===== config.mk =====
export PLATFORM = sky130hd
export DESIGN_NAME = jk_mod_counter_flat
export DESIGN_NICKNAME = d
export VERILOG_FILES = /design/src/rtl/jk_mod_counter_if.sv /design/src/rtl/jk_mod_counter.sv /design/src/flat_wrapper.sv
export SDC_FILE = /design/constraint.sdc
export NUM_CORES = 1
export LEC_CHECK = 0
export ABC_AREA = 1
export CORE_MARGIN = 2
export CORE_UTILIZATION = 35
export CTS_BUF_LIST = sky130_fd_sc_hd__clkbuf_4 sky130_fd_sc_hd__clkbuf_8 sky130_fd_sc_hd__clkbuf_16
export DETAILED_ROUTE_END_ITERATION = 8
export PLACE_DENSITY_LB_ADDON = 0.3
export SYNTH_ARGS = -nofsm -noshare
export SYNTH_HDL_FRONTEND = slang
export SYNTH_SLANG_ARGS = --single-unit

===== constraint.sdc =====
create_clock -name Cp -period 1.8 [get_ports Cp]
set_clock_uncertainty 0.05 [all_clocks]
set_input_delay 0.54 -clock Cp [delete_from_list [all_inputs] [get_ports Cp]]
set_output_delay 0.54 -clock Cp [all_outputs]
set_load 0.02 [all_outputs]

===== src/rtl/jk_mod_counter_if.sv =====
// Control, data and status bundle for the jk_mod_counter bank.
// The master side drives mode/data; the slave (counter) returns state.
interface jk_mod_counter_if #(
    parameter int unsigned WIDTH = 4
);
    logic [1:0]       Mode;
    logic             Up;
    logic [WIDTH-1:0] D;
    logic [WIDTH-1:0] J;
    logic [WIDTH-1:0] K;
    logic [WIDTH-1:0] Q;
    logic             Tc;
    logic             Wrap;

    modport master (
        output Mode, Up, D, J, K,
        input  Q, Tc, Wrap
    );

    modport slave (
        input  Mode, Up, D, J, K,
        output Q, Tc, Wrap
    );
endinterface


===== src/rtl/jk_mod_counter.sv =====
// WIDTH-bit bank of JK cells acting as a modulo-MODULUS up/down counter,
// saturating parallel-load register or raw JK bank, selected per cycle by Mode.
module jk_mod_counter #(
    parameter int unsigned WIDTH   = 4,
    parameter int unsigned MODULUS = 10
) (
    input  logic            Cp,
    input  logic            R,
    jk_mod_counter_if.slave bus
);
    typedef enum logic [1:0] {
        MODE_HOLD  = 2'b00,
        MODE_COUNT = 2'b01,
        MODE_LOAD  = 2'b10,
        MODE_RAW   = 2'b11
    } mode_e;

    localparam logic [WIDTH-1:0] LP_MAX = WIDTH'(MODULUS - 1);
    localparam logic [WIDTH-1:0] LP_ONE = WIDTH'(1);

    logic [WIDTH-1:0] r_q;
    logic             r_wrap;

    mode_e            w_mode;
    logic             w_in_range;
    logic             w_term;
    logic             w_wrap_nxt;
    logic [WIDTH-1:0] w_step_val;
    logic [WIDTH-1:0] w_force_val;
    logic [WIDTH-1:0] w_load_val;
    logic [WIDTH-1:0] w_j;
    logic [WIDTH-1:0] w_k;

    assign w_mode      = mode_e'(bus.Mode);
    assign w_in_range  = (32'(r_q) < MODULUS);
    assign w_term      = bus.Up ? (r_q == LP_MAX) : (r_q == '0);
    assign w_step_val  = bus.Up ? (r_q + LP_ONE) : (r_q - LP_ONE);
    assign w_force_val = bus.Up ? '0 : LP_MAX;
    assign w_load_val  = (32'(bus.D) < MODULUS) ? bus.D : LP_MAX;

    // Every mode is expressed as J/K pairs: ordinary steps toggle the bits
    // that differ, while wrap, recovery and load use explicit set/clear pairs.
    always_comb begin
        w_j        = '0;
        w_k        = '0;
        w_wrap_nxt = 1'b0;
        case (w_mode)
            MODE_COUNT: begin
                if (!w_in_range) begin
                    w_j = w_force_val;
                    w_k = ~w_force_val;
                end else if (w_term) begin
                    w_j        = w_force_val;
                    w_k        = ~w_force_val;
                    w_wrap_nxt = 1'b1;
                end else begin
                    w_j = r_q ^ w_step_val;
                    w_k = r_q ^ w_step_val;
                end
            end
            MODE_LOAD: begin
                w_j = w_load_val;
                w_k = ~w_load_val;
            end
            MODE_RAW: begin
                w_j = bus.J;
                w_k = bus.K;
            end
            default: begin
                w_j = '0;
                w_k = '0;
            end
        endcase
    end

    always_ff @(posedge Cp or posedge R) begin
        if (R) begin
            r_q    <= '0;
            r_wrap <= 1'b0;
        end else begin
            for (int unsigned i = 0; i < WIDTH; i++) begin
                case ({w_j[i], w_k[i]})
                    2'b01:   r_q[i] <= 1'b0;
                    2'b10:   r_q[i] <= 1'b1;
                    2'b11:   r_q[i] <= ~r_q[i];
                    default: r_q[i] <= r_q[i];
                endcase
            end
            r_wrap <= w_wrap_nxt;
        end
    end

    assign bus.Q    = r_q;
    assign bus.Wrap = r_wrap;
    // Gated by R: Q is 0 during reset, which would otherwise flag a down-count terminal.
    assign bus.Tc   = ~R & (w_mode == MODE_COUNT) & w_term;
endmodule


===== src/flat_wrapper.sv =====
// flat-port wrapper written by rule: the top's interface ports become plain ports
module jk_mod_counter_flat 
#(
    parameter int unsigned WIDTH   = 4,
    parameter int unsigned MODULUS = 10
)
  (Cp, R, bus_Mode, bus_Up, bus_D, bus_J, bus_K, bus_Q, bus_Tc, bus_Wrap);
  jk_mod_counter_if #(.WIDTH(WIDTH)) bus_i ();
  input  logic Cp;
  input  logic R;
  input wire logic [$bits(bus_i.Mode)-1:0] bus_Mode;
  input wire logic [$bits(bus_i.Up)-1:0] bus_Up;
  input wire logic [$bits(bus_i.D)-1:0] bus_D;
  input wire logic [$bits(bus_i.J)-1:0] bus_J;
  input wire logic [$bits(bus_i.K)-1:0] bus_K;
  output wire logic [$bits(bus_i.Q)-1:0] bus_Q;
  output wire logic [$bits(bus_i.Tc)-1:0] bus_Tc;
  output wire logic [$bits(bus_i.Wrap)-1:0] bus_Wrap;
  assign bus_i.Mode = bus_Mode;
  assign bus_i.Up = bus_Up;
  assign bus_i.D = bus_D;
  assign bus_i.J = bus_J;
  assign bus_i.K = bus_K;
  assign bus_Q = bus_i.Q;
  assign bus_Tc = bus_i.Tc;
  assign bus_Wrap = bus_i.Wrap;
  jk_mod_counter #(.WIDTH(WIDTH), .MODULUS(MODULUS)) u_core (.Cp(Cp), .R(R), .bus(bus_i));
endmodule

# Yosys cells after proc, flatten, opt, wreduce, memory -nomap -nowiden
# Cells that the tools add are included.
[op_classes]
n_addsub = 2
n_mul = 0
div_mod_pow = 0
magnitude_cmp = 2
n_eq_ne = 16
n_shift = 0
muxes = 17
bitwise_logic = 10
reduce_logical = 5
[op_table]
columns = ["cell", "n"]
rows = [
  ["2-to-1 mux 4 bit", 7],
  ["one-hot mux 4 bit (3 select lines)", 2],
  ["equality test 2 bit (second input constant)", 10],
  ["one-hot mux 1 bit (3 select lines)", 4],
  ["nonzero test 3 bit", 4],
  ["equality test 2 x 1 -> 1 bit (second input constant)", 5],
  ["less-than comparator 4 bit (second input constant)", 2],
  ["NOT 4 bit", 2],
  ["NOT 1 bit", 5],
  ["adder 4 x 1 -> 4 bit (second input constant)", 1],
  ["equality test 4 bit (second input constant)", 1],
  ["zero test 4 bit", 1],
  ["2-to-1 mux 1 bit", 4],
  ["subtractor 4 x 1 -> 4 bit (second input constant)", 1],
  ["XOR 4 bit", 1],
  ["bitwise AND 1 bit", 2],
]
[totals]
ff_bits = 5
latchBits = 0
ramBits = 0
romBits = 0
inputBits = 17
memories = 0

# Depth between registers and ports, before layout
[logic_depth]
word_depth = 8
mapped_depth = 11
ltp_nobuf = 11

# Worst setup path after synthesis
# Ideal clock, no wire load.
[synth_path]
path_kind = "reg-to-output"
startpoint = "register u_core.r_q[1] (netlist: u_core.bus.Q[1])"
endpoint = "output port bus_Tc"
arrival_ps = 1404
required_ps = 1210
setup_slack_ps = -194
path_stages_with_launch = 6
cell_sequence = "dfrtp_1 > nor2_2 > nand3_2 > nand2_4 > inv_1 > nor3_1"
[synth_via]
elab_chain_len = 3
word_cells_on_any_way = 4
[synth_lines]
columns = ["element", "line_no", "rtl"]
rows = [
  ["start, declared", "jk_mod_counter.sv:21", "logic [WIDTH-1:0] r_q;"],
  ["start signal, assigned by index", "jk_mod_counter.sv:85", "2'b11: r_q[i] <= ~r_q[i];"],
  ["start signal, assigned by index", "jk_mod_counter.sv:86", "default: r_q[i] <= r_q[i];"],
  ["equality test 4 bit or zero test 4 bit (tied branches)", "jk_mod_counter.sv:36", "assign w_term = bus.Up ? (r_q == LP_MAX) : (r_q == '0);"],
  ["2-to-1 mux 1 bit *", "jk_mod_counter.sv:36", ""],
  ["bitwise AND 1 bit *", "jk_mod_counter.sv:96", "assign bus.Tc = ~R & (w_mode == MODE_COUNT) & w_term;"],
  ["end, declared", "flat_wrapper.sv:17", "output wire logic [$bits(bus_i.Tc)-1:0] bus_Tc;"],
]
# Mark *: on every way between the ends. The rest lies on a longest branch, timed or not.

# Worst setup path in the final report
# Same ends and word-level chain as after synthesis.

==> impl_metrics.yaml <==
timing:
  finalSetupViolCount: 1
  hold_viol: 0
  timing.slew.headroom_pct: 82.9
  tightest_slew_ps: 255
  clock.fmax_mhz: 535
  min_period_ps: 1870
  final_max_slew_viol_count: 0
  finalCritPeriodShare_pct: 104
  setup_slack_ps: -68.1
  rsz0062_at_grt: "true"
detailed_routing:
  ant_nets: 0
  wl_per_cell_um: 10.5
  vias_per_cell: 4.88
  routed-via-count: 795
  drcViolationCount: 0
  wirelength_um: 1710
  drtIter0Drc: 6
  dr.pass1.iters: 3
synth:
  synth_fa_ha_area_share_pct: 7.47
  yosys-mux-area-fraction_pct: 0
  synth_area_um2: 603
  avgSynthCellArea_um2: 6.09
  synth_fp_nets: 119
  netlist_instances: 99
  yosys.area.top_type: "dfrtp_1"
  ys_seq_area_share_pct: 20.7
  synth_area_leaders: "dfrtp_1 21%, nand2_1 17%, nor2_1 10%"
  synth-seq-cells: 5
  yosys_warnings: 0
  synth_compound_area_share_pct: 14.3
  ys_types: 26
  synth_top_family_by_area: "simple AND/OR/NAND/NOR gates"
  synth_top_area_share_pct: 20.7
  synthXorXnorAreaFrac_pct: 2.90
  synthSimpleGateAreaFrac_pct: 45.2
cells_and_area:
  fin_nets: 168
  fin_cells: 163
  area_growth_pct: 79.5
  final_cell_mix: "28 x nand2_1, 19 x buf_4, 15 x nor2_1, 13 x clkdlybuf4s50_1, 9 x inv_1"
  insertedDiodeCount: 0
  drive_above_1_share_pct: 34.0
  fin_area_um2: 1080
  mostFrequentLayoutCell: "nand2_1"
power_and_ir_drop:
  vdd_ir_drop_max_v: 0.000700
  p_leak_nw: 0.560
  switchingPower_w: 0.000600
  fin_total_pwr_w: 0.00134
  switching_share_pct: 44.8
  combPwrFrac_pct: 73.2
  pwr-share-seq_pct: 16.4
  p_per_area_nw_per_um2: 1240
  p_int_w: 0.000740
  clkPwrFrac_pct: 10.4
setup_path:
  path_max_fanout: 3
  path_buf_inv: 2
  crit_family: "simple AND/OR/NAND/NOR gates"
  required_ps: 1210
  crit_slowest_cell: "dfrtp_1"
  crit_chain: "nor2_4 -> nand3_2 -> nand2_4 -> inv_2 -> nor3_4 -> buf_6"
  crit_type: "register to output port"
  end_kind: "output port"
  start_kind: "register"
  worst_path_largest_cell_delay_ps: 410
  arrival_ps: 1280
grt:
  track_usage_pct: 17.4
  antenna_found_initial: 0
  grt_pass1_vias: 718
  grt_pass1_wl_um: 2710
  grt_max_degree: 9
  overflow: 0
clock_network:
  clkLatencyLatePin_ps: 230
  cts_buffers: 3
  holdBufCountCts: 0
  root_buffer: "clkbuf_4"
  cts_tree: "built"
  h-tree-depth: 1
  cts_sinks: 5
  clk_pin_slew_ps: 40
  clockBufferDepth: 2
floorplan:
  core-area_um2: 1560
  die_area_um2: 2070
  num_io_pins: 23
  die_w_um: 45.5
  rows: 14
  die_h_um: 45.5
  start_util_pct: 38.7
job:
  drv_cap: 0
min_path:
  hold_path_class: "input pin to async pin"
placement:
  hpwl_um: 1430
  placedCellCount: 153
  placed_area_um2: 975
  port_buffers: 22
  gp_congestion: 0.848
status:
  violations: "setup timing"
  status: "complete, but fails checks"
## routing by layer
layer / vias to the layer above / routed length [µm] / GRT usage [%]
met1: 363 / 734 / 20.7
met2: 19 / 875 / 32.4
met5: - / 0 / 0
li1: 409 / - / -
met3: 4 / 62 / 3.57
met4: 0 / 40 / 2.35
## area by class of cell
type                       instances  area (µm²)
timing repair buffer              44         380
sequential                         5         126
inverter                          15        61.3
fill                             142         477
clock buffer                       4        30.0
tap                               16        20.0
multi-input combinational         79         464
## stage by stage
step | hold slack [ps] | worst slack [ps] | utilization (%) | TNS (ps)
global placement | 638 | -930 | 62.5 | -2570
CTS | 322 | -90.9 | 65.7 | -97.3
floorplan | 269 | 10.1 | - | 0
global route | 326 | -155 | 69.4 | -202
finish | 324 | -68.1 | 69.4 | -68.1
detailed placement | 628 | -962 | 62.5 | -2750
## state kept, by name, indices dropped and copies added, names as in the netlist
signal,count
u_core.bus.Q,4
u_core.bus.Wrap,1
## path summary, 6_finish.rpt
check | start | to | slack [ps] | depth (start not counted)
max | u_core.bus.Q[1] | bus_Tc | -70 | 6
min | R | u_core.bus.Q[3] | 320 | 2
max reg2reg | u_core.bus.Q[0] | u_core.bus.Q[1] | 40 | 10
min reg2reg | u_core.bus.Q[3] | u_core.bus.Q[3] | 680 | 3
max in group asynchronous | R | u_core.bus.Q[0] | 1200 | 2
min in group Cp | u_core.bus.Q[3] | u_core.bus.Q[3] | 680 | 3
## Yosys cell counts
cell and n:
nand2_1 28, xor2_1 1, inv_1 13, nand3_2 1
nand2_4 1, o31ai_1 1, o21bai_1 1, nor2_1 16
dfrtp_1 5, ha_1 2, o21ai_1 1, xnor2_1 1
nor3_1 1, nand4_1 1, fa_1 1, a22oi_1 2
o211ai_1 1, nor2_2 2, inv_2 2, nor2_4 1
o21ai_0 4, nand3b_1 1, a21oi_1 3, nand3_1 5
nand2_2 3, o21ai_2 1
## power by group through the flow
stage | registers, W | logic [W] | clock network (W)
global placement | 0.000201 | 0.000830 | 0
finish | 0.000219 | 0.000980 | 0.000140
detailed placement | 0.000201 | 0.000849 | 0
floorplan | 0.000279 | 0.000424 | 0
global route | 0.000225 | 0.00109 | 0.000157
CTS | 0.000209 | 0.000851 | 0.000146
## worst reg2reg max path: cells and delay by family, from the launching register on
family / cells / cell delay [ps]
AO/OA/AOI/OAI: 1 / 50
XOR/XNOR: 1 / 150
adder cells (fa/ha/maj): 1 / 420
buffers and inverters: 3 / 220
flip-flops: 1 / 430
AND/OR/NAND/NOR: 4 / 320
## cell families after synthesis
family	Yosys count
buffers and inverters	15
and+or+nand+nor	60
DFF	5
adders and majority gates	3
AOI/OAI and AO/OA	14
xor gates and xnor gates	2
## repair_timing
item                                   4_1_cts  5_1_grt
setup buffers                                2        4
cloned                                       0        0
setup endpoints to repair                    8        4
endpoints found under the hold margin        0        0
pin swaps                                    7        8
gates resized for setup                     25       10
Power figures use the tool's default switching activity.
